<file path="src/rtl/snes_bus_responder_pkg.sv">
// Shared types and decode helpers for the SNES cartridge bus responder.
package snes_bus_responder_pkg;

    // Bus-cycle sequencer states
    typedef enum logic [2:0] {
        IDLE    = 3'd0,
        RD_REQ  = 3'd1,
        RD_HOLD = 3'd2,
        WR_CAPT = 3'd3,
        WR_REQ  = 3'd4
    } state_t;

    // Target selected by the address decoder
    typedef enum logic [1:0] {
        NONE = 2'd0,
        ROM  = 2'd1,
        RAM  = 2'd2,
        MMIO = 2'd3
    } region_t;

    // Offset windows inside the system banks (bank bit22 clear)
    localparam logic [15:0] MMIO_LO = 16'h3000;
    localparam logic [15:0] MMIO_HI = 16'h32FF;
    localparam logic [15:0] RAM_LO  = 16'h6000;
    localparam logic [15:0] RAM_HI  = 16'h7FFF;

    // Dedicated save-RAM banks 70-71 and F0-F1, compared on bank[7:1]
    localparam logic [6:0] SRAM_BANK_LO = 7'h38;
    localparam logic [6:0] SRAM_BANK_HI = 7'h78;

    // Classify a CPU address; MMIO beats RAM, RAM beats ROM.
    function automatic region_t decode_region(input logic [23:0] a);
        logic        sys_bank;
        logic        sram_bank;
        logic [15:0] off;
        region_t     rgn;
        sys_bank  = ~a[22];
        off       = a[15:0];
        sram_bank = (a[23:17] == SRAM_BANK_LO) || (a[23:17] == SRAM_BANK_HI);
        rgn       = NONE;
        if (sys_bank && (off >= MMIO_LO) && (off <= MMIO_HI))
            rgn = MMIO;
        else if ((sys_bank && (off >= RAM_LO) && (off <= RAM_HI)) || sram_bank)
            rgn = RAM;
        else if (!sys_bank || off[15])
            rgn = ROM;
        return rgn;
    endfunction

    // Physical ROM/RAM address; RAM addresses are 17 bits zero-extended.
    function automatic logic [20:0] form_mem_addr(input logic [23:0] a, input region_t rgn);
        logic [20:0] ma;
        if (rgn == RAM)
            ma = a[22] ? {4'd0, a[16:0]} : {4'd0, a[19:16], a[12:0]};
        else
            ma = a[22] ? a[20:0] : {a[21:16], a[14:0]};
        return ma;
    endfunction

    // The GSU can lock the CPU out of ROM or RAM; MMIO is always reachable.
    function automatic logic access_permitted(input region_t rgn, input logic own_rom,
                                              input logic own_ram);
        return (rgn != NONE) && !((rgn == ROM) && own_rom) && !((rgn == RAM) && own_ram);
    endfunction

endpackage

</file>
<file path="src/rtl/snes_strobe_sync.sv">
// Two-flop synchronizer for an active-low SNES strobe with edge pulses.
module snes_strobe_sync (
    input  logic clk,
    input  logic rst,
    input  logic strobe_n,
    output logic sync_n,
    output logic rise,
    output logic fall
);

    logic meta_q;
    logic sync_q;
    logic prev_q;

    // Idle-high synchronizer chain plus one delay stage for edge detection
    always_ff @(posedge clk or posedge rst) begin
        if (rst) begin
            meta_q <= 1'b1;
            sync_q <= 1'b1;
            prev_q <= 1'b1;
        end else begin
            meta_q <= strobe_n;
            sync_q <= meta_q;
            prev_q <= sync_q;
        end
    end

    assign sync_n = sync_q;
    assign rise   = sync_q & ~prev_q;
    assign fall   = ~sync_q & prev_q;

endmodule

</file>
<file path="src/rtl/snes_bus_responder.sv">
// Responds to SNES CPU bus cycles by forwarding them to cartridge ROM/RAM
// or to the MMIO register block, with GSU lockout, timeout and open bus.
module snes_bus_responder
    import snes_bus_responder_pkg::*;
#(
    parameter int          TIMEOUT_CYCLES = 15,
    parameter logic [7:0]  OPEN_BUS       = 8'hFF
) (
    input  logic        clk,
    input  logic        rst,
    input  logic [23:0] snes_addr,
    input  logic        snes_rd_n,
    input  logic        snes_wr_n,
    input  logic [7:0]  snes_din,
    output logic [7:0]  snes_dout,
    output logic        snes_doe,
    output logic        mem_req,
    output logic        mem_we,
    output logic        mem_is_ram,
    output logic [20:0] mem_addr,
    output logic [7:0]  mem_wdata,
    input  logic        mem_ack,
    input  logic [7:0]  mem_rdata,
    output logic        mmio_req,
    output logic        mmio_we,
    output logic [9:0]  mmio_addr,
    output logic [7:0]  mmio_wdata,
    input  logic        mmio_ack,
    input  logic [7:0]  mmio_rdata,
    input  logic        gsu_owns_rom,
    input  logic        gsu_owns_ram,
    output logic        timeout_err,
    output logic        proto_err
);

    localparam int CNT_W = $clog2(TIMEOUT_CYCLES + 1);
    localparam logic [CNT_W-1:0] CNT_LAST = CNT_W'(TIMEOUT_CYCLES - 1);

    state_t           state;
    logic [CNT_W-1:0] cnt;
    logic [23:0]      lat_addr;
    logic [7:0]       lat_data;
    region_t          lat_rgn;
    logic [7:0]       wdata;

    logic rd_sync_n, rd_rise, rd_fall;
    logic wr_sync_n, wr_rise, wr_fall;

    snes_strobe_sync u_rd_sync (
        .clk      (clk),
        .rst      (rst),
        .strobe_n (snes_rd_n),
        .sync_n   (rd_sync_n),
        .rise     (rd_rise),
        .fall     (rd_fall)
    );

    snes_strobe_sync u_wr_sync (
        .clk      (clk),
        .rst      (rst),
        .strobe_n (snes_wr_n),
        .sync_n   (wr_sync_n),
        .rise     (wr_rise),
        .fall     (wr_fall)
    );

    // Reads decode the live bus; writes decode the address captured in WR_CAPT
    region_t cur_rgn;
    region_t wr_rgn;
    logic    cur_ok;
    logic    wr_ok;
    logic    req_busy;
    logic    ack_hit;
    logic    timed_out;
    logic [7:0] rdata_sel;

    assign cur_rgn   = decode_region(snes_addr);
    assign wr_rgn    = decode_region(lat_addr);
    assign cur_ok    = access_permitted(cur_rgn, gsu_owns_rom, gsu_owns_ram);
    assign wr_ok     = access_permitted(wr_rgn, gsu_owns_rom, gsu_owns_ram);
    assign req_busy  = mem_req | mmio_req;
    // Acks only count for the port that currently has a request out
    assign ack_hit   = (mem_req & mem_ack) | (mmio_req & mmio_ack);
    assign timed_out = req_busy & ~ack_hit & (cnt == CNT_LAST);
    assign rdata_sel = mmio_req ? mmio_rdata : mem_rdata;

    assign mem_wdata  = wdata;
    assign mmio_wdata = wdata;

    // Bus-cycle sequencer with registered request and bus outputs
    always_ff @(posedge clk or posedge rst) begin
        if (rst) begin
            state       <= IDLE;
            cnt         <= '0;
            lat_addr    <= '0;
            lat_data    <= '0;
            lat_rgn     <= NONE;
            wdata       <= '0;
            mem_req     <= 1'b0;
            mem_we      <= 1'b0;
            mem_is_ram  <= 1'b0;
            mem_addr    <= '0;
            mmio_req    <= 1'b0;
            mmio_we     <= 1'b0;
            mmio_addr   <= '0;
            snes_dout   <= OPEN_BUS;
            snes_doe    <= 1'b0;
            timeout_err <= 1'b0;
            proto_err   <= 1'b0;
        end else begin
            timeout_err <= 1'b0;
            proto_err   <= 1'b0;
            unique case (state)
                IDLE: begin
                    if (!rd_sync_n && !wr_sync_n) begin
                        // Both strobes low is illegal; flag it once, on the edge
                        if (rd_fall || wr_fall)
                            proto_err <= 1'b1;
                    end else if (rd_fall) begin
                        if (cur_ok) begin
                            lat_addr   <= snes_addr;
                            lat_rgn    <= cur_rgn;
                            mem_is_ram <= (cur_rgn == RAM);
                            mem_addr   <= form_mem_addr(snes_addr, cur_rgn);
                            mmio_addr  <= snes_addr[9:0];
                            cnt        <= '0;
                            state      <= RD_REQ;
                        end else begin
                            snes_dout <= OPEN_BUS;
                            snes_doe  <= 1'b1;
                            state     <= RD_HOLD;
                        end
                    end else if (wr_fall) begin
                        lat_addr <= snes_addr;
                        lat_data <= snes_din;
                        state    <= WR_CAPT;
                    end
                end

                RD_REQ, WR_REQ: begin
                    if (!req_busy) begin
                        // Issue on the first cycle in the state
                        if (lat_rgn == MMIO) begin
                            mmio_req <= 1'b1;
                            mmio_we  <= (state == WR_REQ);
                        end else begin
                            mem_req <= 1'b1;
                            mem_we  <= (state == WR_REQ);
                        end
                        cnt <= '0;
                    end else if (ack_hit || timed_out) begin
                        mem_req  <= 1'b0;
                        mem_we   <= 1'b0;
                        mmio_req <= 1'b0;
                        mmio_we  <= 1'b0;
                        cnt      <= '0;
                        if (!ack_hit)
                            timeout_err <= 1'b1;
                        if (state == RD_REQ) begin
                            snes_dout <= ack_hit ? rdata_sel : OPEN_BUS;
                            snes_doe  <= 1'b1;
                            state     <= RD_HOLD;
                        end else begin
                            state <= IDLE;
                        end
                    end else begin
                        cnt <= cnt + 1'b1;
                    end
                end

                RD_HOLD: begin
                    // The level check also frees the bus if the CPU let go of
                    // rd_n while the request was still outstanding
                    if (rd_rise || rd_sync_n) begin
                        snes_doe <= 1'b0;
                        state    <= IDLE;
                    end
                end

                WR_CAPT: begin
                    if (wr_rise) begin
                        // Use the values captured before the strobe went away
                        if (wr_ok) begin
                            lat_rgn    <= wr_rgn;
                            mem_is_ram <= (wr_rgn == RAM);
                            mem_addr   <= form_mem_addr(lat_addr, wr_rgn);
                            mmio_addr  <= lat_addr[9:0];
                            wdata      <= lat_data;
                            cnt        <= '0;
                            state      <= WR_REQ;
                        end else begin
                            state <= IDLE;
                        end
                    end else begin
                        lat_addr <= snes_addr;
                        lat_data <= snes_din;
                    end
                end

                default: state <= IDLE;
            endcase
        end
    end

endmodule

</file>
<file path="config.mk">
export PLATFORM = sky130hd
export DESIGN_NAME = snes_bus_responder
export DESIGN_NICKNAME = d
export VERILOG_FILES = /design/src/rtl/snes_bus_responder_pkg.sv /design/src/rtl/snes_strobe_sync.sv /design/src/rtl/snes_bus_responder.sv
export SDC_FILE = /design/constraint.sdc
export NUM_CORES = 1
export LEC_CHECK = 0
export BUFFER_PORTS_ARGS = -buffer_cell sky130_fd_sc_hd__buf_4
export CAP_MARGIN = 20
export CORE_AREA = 3 3 120 122
export DETAILED_ROUTE_END_ITERATION = 12
export DIE_AREA = 0 0 123 125
export HOLD_SLACK_MARGIN = 0.05
export PLACE_DENSITY = 0.59
export SLEW_MARGIN = 20
export SYNTH_ARGS = -nofsm -noshare
export SYNTH_HDL_FRONTEND = slang
export SYNTH_HIERARCHICAL = 1
export SYNTH_SLANG_ARGS = --single-unit
</file>
<file path="constraint.sdc">
create_clock -name clk -period 2.77 [get_ports clk]
set_input_delay 0.277 -clock clk [delete_from_list [all_inputs] [get_ports clk]]
set_output_delay 0.277 -clock clk [all_outputs]
set_load 0.02 [all_outputs]
</file>
## Word level (Yosys, flattened, before mapping)

Index checks and enable logic that the tools add are counted.
W data, S select, Z words.

- Mux-type cells: 99
- Bitwise operators: 17
- Reduce and logical (&&, ||, !) cells: 51
- $lt $le $gt $ge: 8
- Add/sub/neg operators: 1
- Equal/unequal tests: 31

Operators by type and width:

| kind | number |
|---|---|
| $mux W21 | 9 |
| $mux W24 | 5 |
| $mux W8 | 12 |
| $mux W10 | 5 |
| $pmux W24 S2 | 1 |
| $pmux W21 S2 | 1 |
| $mux W17 | 2 |
| $ge A16 B14 Y1 const B | 2 |
| $ge A16 B15 Y1 const B | 2 |
| $le A16 B14 Y1 const B | 2 |
| $le A16 B15 Y1 const B | 2 |
| $pmux W8 S2 | 2 |
| $mux W1 | 30 |
| $mux W4 | 7 |
| $ne A2 B2 Y1 const B | 13 |
| $mux W3 | 8 |
| $mux W2 | 11 |
| $pmux W10 S2 | 1 |
| $reduce_and A6 Y1 | 3 |
| $logic_and A1 B1 Y1 | 17 |
| $eq A7 B6 Y1 const B | 2 |
| $eq A7 B7 Y1 const B | 2 |
| $pmux W3 S4 | 1 |
| $pmux W4 S3 | 1 |
| 25 further kinds | 66 |

- Word-level logic and storage cells: 230
- Output and inout bits: 63
- Bits in registers: 102
- Input bits: 56

## Depth between registers and ports, before layout

- Depth in word-level cells: 15
- Gate-level depth with buffers: 8
- Mapped depth without buffers: 7

## Hierarchy

Netlist, hierarchy kept.

By module, submodules not included:

| module | instances | area an instance (um2) | sequential area each (um2) | cells each |
|---|---|---|---|---|
| snes_bus_responder | 1 | 4,479.3 | 2,137.0 | 396 |
| snes_strobe_sync | 2 | 97.6 | 78.8 | 6 |

## Least setup slack after synthesis

OpenSTA, ideal clock, no wires.

- Path kind: register to register
- Start point: register u_wr_sync.sync_q, in the netlist u_wr_sync/sync_n
- End point: register mem_addr[10]
- Path buffers: 1
- Slack: 0.758 ns
- Stages on the path, launching flop included: 8
- Arrival time: 1.887 ns
- Required time: 2.645 ns
- Clock period less this slack: 2.012 ns
- Setup time: 0.125 ns
- Cells stage by stage: dfstp_2 > nor2b_1 > nor2_1 > nor2_1 > a211oi_4 > a21oi_4 > buf_6 > mux2_4

- Elaborated cells between the ends (all ways): 6
- Classes of those cells: 2 x eq/ne; 1 x bitwise; 3 x reduce/logical

RTL lines:

| what | line | source |
|---|---|---|
| start, declared | snes_strobe_sync.sv:12 | `logic sync_q;` |
| start signal, assigned | snes_strobe_sync.sv:23 | `sync_q <= meta_q;` |
| $and A1 B1 Y1 | snes_strobe_sync.sv:29 | `assign rise = sync_q & ~prev_q;` |
| named net wr_rise | snes_bus_responder.sv:47 | `logic wr_sync_n, wr_rise, wr_fall;` |
| $ne A2 B1 Y1 (no source line) | n/a |  |
| $reduce_and A6 Y1 (no source line) | n/a |  |
| end signal, assigned | snes_bus_responder.sv:124 | `mem_addr <= form_mem_addr(snes_addr, cur_rgn);` |
| end signal, assigned | snes_bus_responder.sv:186 | `mem_addr <= form_mem_addr(lat_addr, wr_rgn);` |
| end, declared | snes_bus_responder.sv:20 | `output logic [20:0] mem_addr,` |

The timed path passes the listed nets, and every way through them passes these cells.
A chain may end at the register's enable or synchronous reset.

## Final worst setup path

- Start point: register u_rd_sync.sync_q, in the netlist u_rd_sync/sync_n
- End point: register snes_doe

- Word-level cells in the longest chain between the ends: 4
- Elaborated cells between the ends (all ways): 10
- Classes of those cells: 3 x eq/ne; 3 x bitwise; 4 x reduce/logical

RTL lines:

| what | line | source |
|---|---|---|
| start, declared | snes_strobe_sync.sv:12 |  |
| start signal, assigned | snes_strobe_sync.sv:23 |  |
| $and A1 B1 Y1 | snes_strobe_sync.sv:29 |  |
| named net rd_rise | snes_bus_responder.sv:46 | `logic rd_sync_n, rd_rise, rd_fall;` |
| $logic_or A1 B1 Y1 | snes_bus_responder.sv:174 | `if (rd_rise \|\| rd_sync_n) begin` |
| $ne A2 B2 Y1 (no source line) | n/a |  |
| $reduce_and A8 Y1 (no source line) | n/a |  |
| end signal, assigned | snes_bus_responder.sv:107 | `snes_doe <= 1'b0;` |
| end signal, assigned | snes_bus_responder.sv:161 | `snes_doe <= 1'b1;` |
| end signal, assigned | snes_bus_responder.sv:175 | `snes_doe <= 1'b0;` |
| end, declared | snes_bus_responder.sv:16 | `output logic snes_doe,` |

The timed path passes the listed nets, and every way through them passes these cells.

==> results.toml <==
[critical_path]
crit_chain = "nor2b_1 -> mux2_1 -> nor4_1 -> buf_4 -> a2111oi_4 -> o21ai_1 -> a21oi_2 -> o22a_1"
cp.arrival_ns = 2.75
crit_required_ns = 3.05
startpoint = "u_rd_sync/sync_n$_DFF_PP1_"
r2r-start = "u_rd_sync/sync_n$_DFF_PP1_"
cp_max_fo = 9
path_class = "reg2reg"
start_kind = "flop"
end_kind = "flop"
worst_path_max_delay_cell = "a2111oi_4"
cp_slowest_stage_delay_ns = 0.59

[timing]
hold_viol_final = 0
skew_ns = 0.00581
finalSetupViolations = 0
tns_ns = 0
report.final.slew_viol_count = 0
worstMarginPinSlew_ns = 0.885
max-slew-margin-rel = 0.410
whs_ns = 0.160
period_needed_ns = 2.47
fmax_mhz = 405
rsz0062_at_grt = "no"
period_share = 0.891

[route]
wl_per_cell_um = 15.4
drt-total-wl_mm = 10.8
postRouteAntennaNets = 0
dr.pass1.iters = 4
vias = 3447
drcViolationCount = 0
via_per_inst = 4.93
dr.first_iter.drc_count = 153

[synthesis]
synth_area_um2 = 4670
synth_top_family_by_area = "multiplexers"
yosysUniqueCellTypes = 57
synth-simple-area-share = 0.127
synth-xor-area-share = 0.00187
synth_top_area_frac = 0.412
ys_ff_latch = 91
synthTopCellsByArea = "dfrtp_1 41%, dfstp_2 7.9%, mux2_4 6.1%, mux2_1 5.8%, mux2_2 5.1%"
syn_nets = 466
synth_top_area_cell = "dfrtp_1"
synth.avg_cell_area_um2 = 11.5
synth_cells = 408
synth-seq-area-share = 0.491
synth_mux_area_frac = 0.214
ys_top_cells_by_count = "77 x dfrtp_1, 61 x nand2_1, 24 x mux2_1"
async_flop_share = 1.00
synth.most_common_cell = "dfrtp_1"
synthFlopType = "dfrtp_1"
ys_warn_count = 6
synth-compound-area-share = 0.105
synth_edf_count = 0
post_synth_fa_ha_maj_area_fraction = 0.00535

[worst_hold_path]
worstHoldPathType = "in2reg"
hp-start = "snes_addr[1]"

[clock_network]
clock_sinks = 91
cts_tree = "built"
cts_setup_buffers = 0
cts_root_buf = "clkbuf_16"
clockBufferDepth = 2
ctsResizeCount = 0
clkLatencyLatePin_ns = 0.34
numCtsBuffers = 9
clk_pin_slew_ns = 0.06
htree_levels = 3
hold_buffers = 3

[finish]
num-nets-final = 576
drive_gt1_frac = 0.403
instances_no_fill = 699
fin_area_um2 = 5990
antennaDiodeCount = 0
area.growth.synth_to_final_pct = 28.1

[placement]
dp.cells = 680
place.gp.congestion = 0.790
dp_hpwl_mm = 7.72
dpl_cell_area_um2 = 5640
port_buffers = 117

[die]
rows = 42
die_x_um = 123
pin_count = 119
coreArea_um2 = 13300
die_area_um2 = 15400
initial_core_util = 0.352
die_h_um = 125

[grt]
grt_max_degree = 45
grt_pass1_vias = 3414
grt_overflow = 0
grtUsageTotal = 0.141
grt_pass1_wl_mm = 17.2
antenna_found_initial = 0

[power]
powerDensity_nw_per_um2 = 1160
p_leak_nw = 2.75
p_total_mw = 6.92
ir_drop_uv = 496

[run]
cap_violations = 0

[run_status]
outcome = "complete, no violations"
==> cells in the final DEF (no fill, tap or decap), types with 3 or more instances in the layout <==
master	n
and3_1	3
nor3_1	6
o211ai_1	4
nor2b_1	5
nor2_1	21
o22ai_1	6
a21oi_1	4
nor3b_1	3
dfstp_2	14
mux2i_1	21
or3_1	4
clkbuf_16	9
mux2_4	19
dlygate4sd3_1	3
o21a_1	8
nand2_1	61
buf_4	126
inv_1	9
o21ai_0	14
dfrtp_1	77
mux2_2	21
clkbuf_8	3
nand3b_1	4
mux2_1	24
nand3_1	10
==> power breakdown <==
group | leakage, nW | internal (mW) | switching [mW]
Combinational | 1.51 | 1.61 | 1.65
Sequential | 1.09 | 1.93 | 0.441
Clock | 0.156 | 0.776 | 0.508
==> final timing paths <==
path | end | slack, ns | cells past startpoint
min reg2reg | u_rd_sync/sync_n$_DFF_PP1_ | 0.36 | 0
max | snes_doe$_DFFE_PP0P_ | 0.30 | 8
min | lat_addr[1]$_DFFE_PP0P_ | 0.16 | 2
max reg2reg | snes_doe$_DFFE_PP0P_ | 0.30 | 8
min in group asynchronous | u_rd_sync/meta_q$_DFF_PP1_ | 0.57 | 3
max in group asynchronous | snes_dout[0]$_DFFE_PP1P_ | 1.41 | 4
==> logic make-up (layout without fill, tap and decap cells) <==
| kind of cell | after synthesis | after routing |
|---|---|---|
| flip-flops | 91 | 91 |
| buffers and inverters | 41 | 156 |
| AND/OR/NAND/NOR | 126 | 126 |
| multiplexers | 85 | 85 |
| adder cells (fa/ha/maj) | 2 | 2 |
| XOR/XNOR | 1 | 1 |
| AO/OA/AOI/OAI | 62 | 62 |
==> stage by stage <==
| step | utilization | setup slack, ns |
|---|---|---|
| 4_1_cts | 0.450 | 0.280 |
| 3_3_place_gp | 0.424 | 0.367 |
| 3_5_place_dp | 0.424 | 0.289 |
| 6_report | 0.450 | 0.301 |
| 5_1_grt | 0.450 | 0.0820 |
| 2_1_floorplan | - | 0.313 |
==> critical path: cells and delay by family (launching register included) <==
kind	cells	cell delay, ns
DFF	1	0.56
AOI/OAI and AO/OA	4	1.39
and+or+nand+nor	2	0.17
muxes	1	0.13
buffers and inverters	1	0.17
==> routing by layer <==
| layer | part of all wire | track usage |
|---|---|---|
| met1 | 0.45 | 0.190 |
| met2 | 0.46 | 0.214 |
| met3 | 0.067 | 0.0357 |
| met4 | 0.020 | 0.0612 |
| met5 | 0 | 0 |
==> state kept, by name (all words and copies together), names as in the netlist, 2 cells and up <==
signal	count
cnt	4
lat_rgn	2
lat_addr	23
lat_data	8
snes_dout	8
mem_wdata	8
state	3
mem_addr	21
==> area by class of cell <==
cell class / count / area (µm²)
fillers: 1254 / 7310
flip-flops and latches: 91 / 2290
multi-input cells: 276 / 2120
repair buffers: 130 / 996
clock buffers: 13 / 270
well taps: 176 / 220
clock inverters: 3 / 43.8
inverters: 10 / 38.8
No activity file was read; power rests on OpenSTA's default activity.
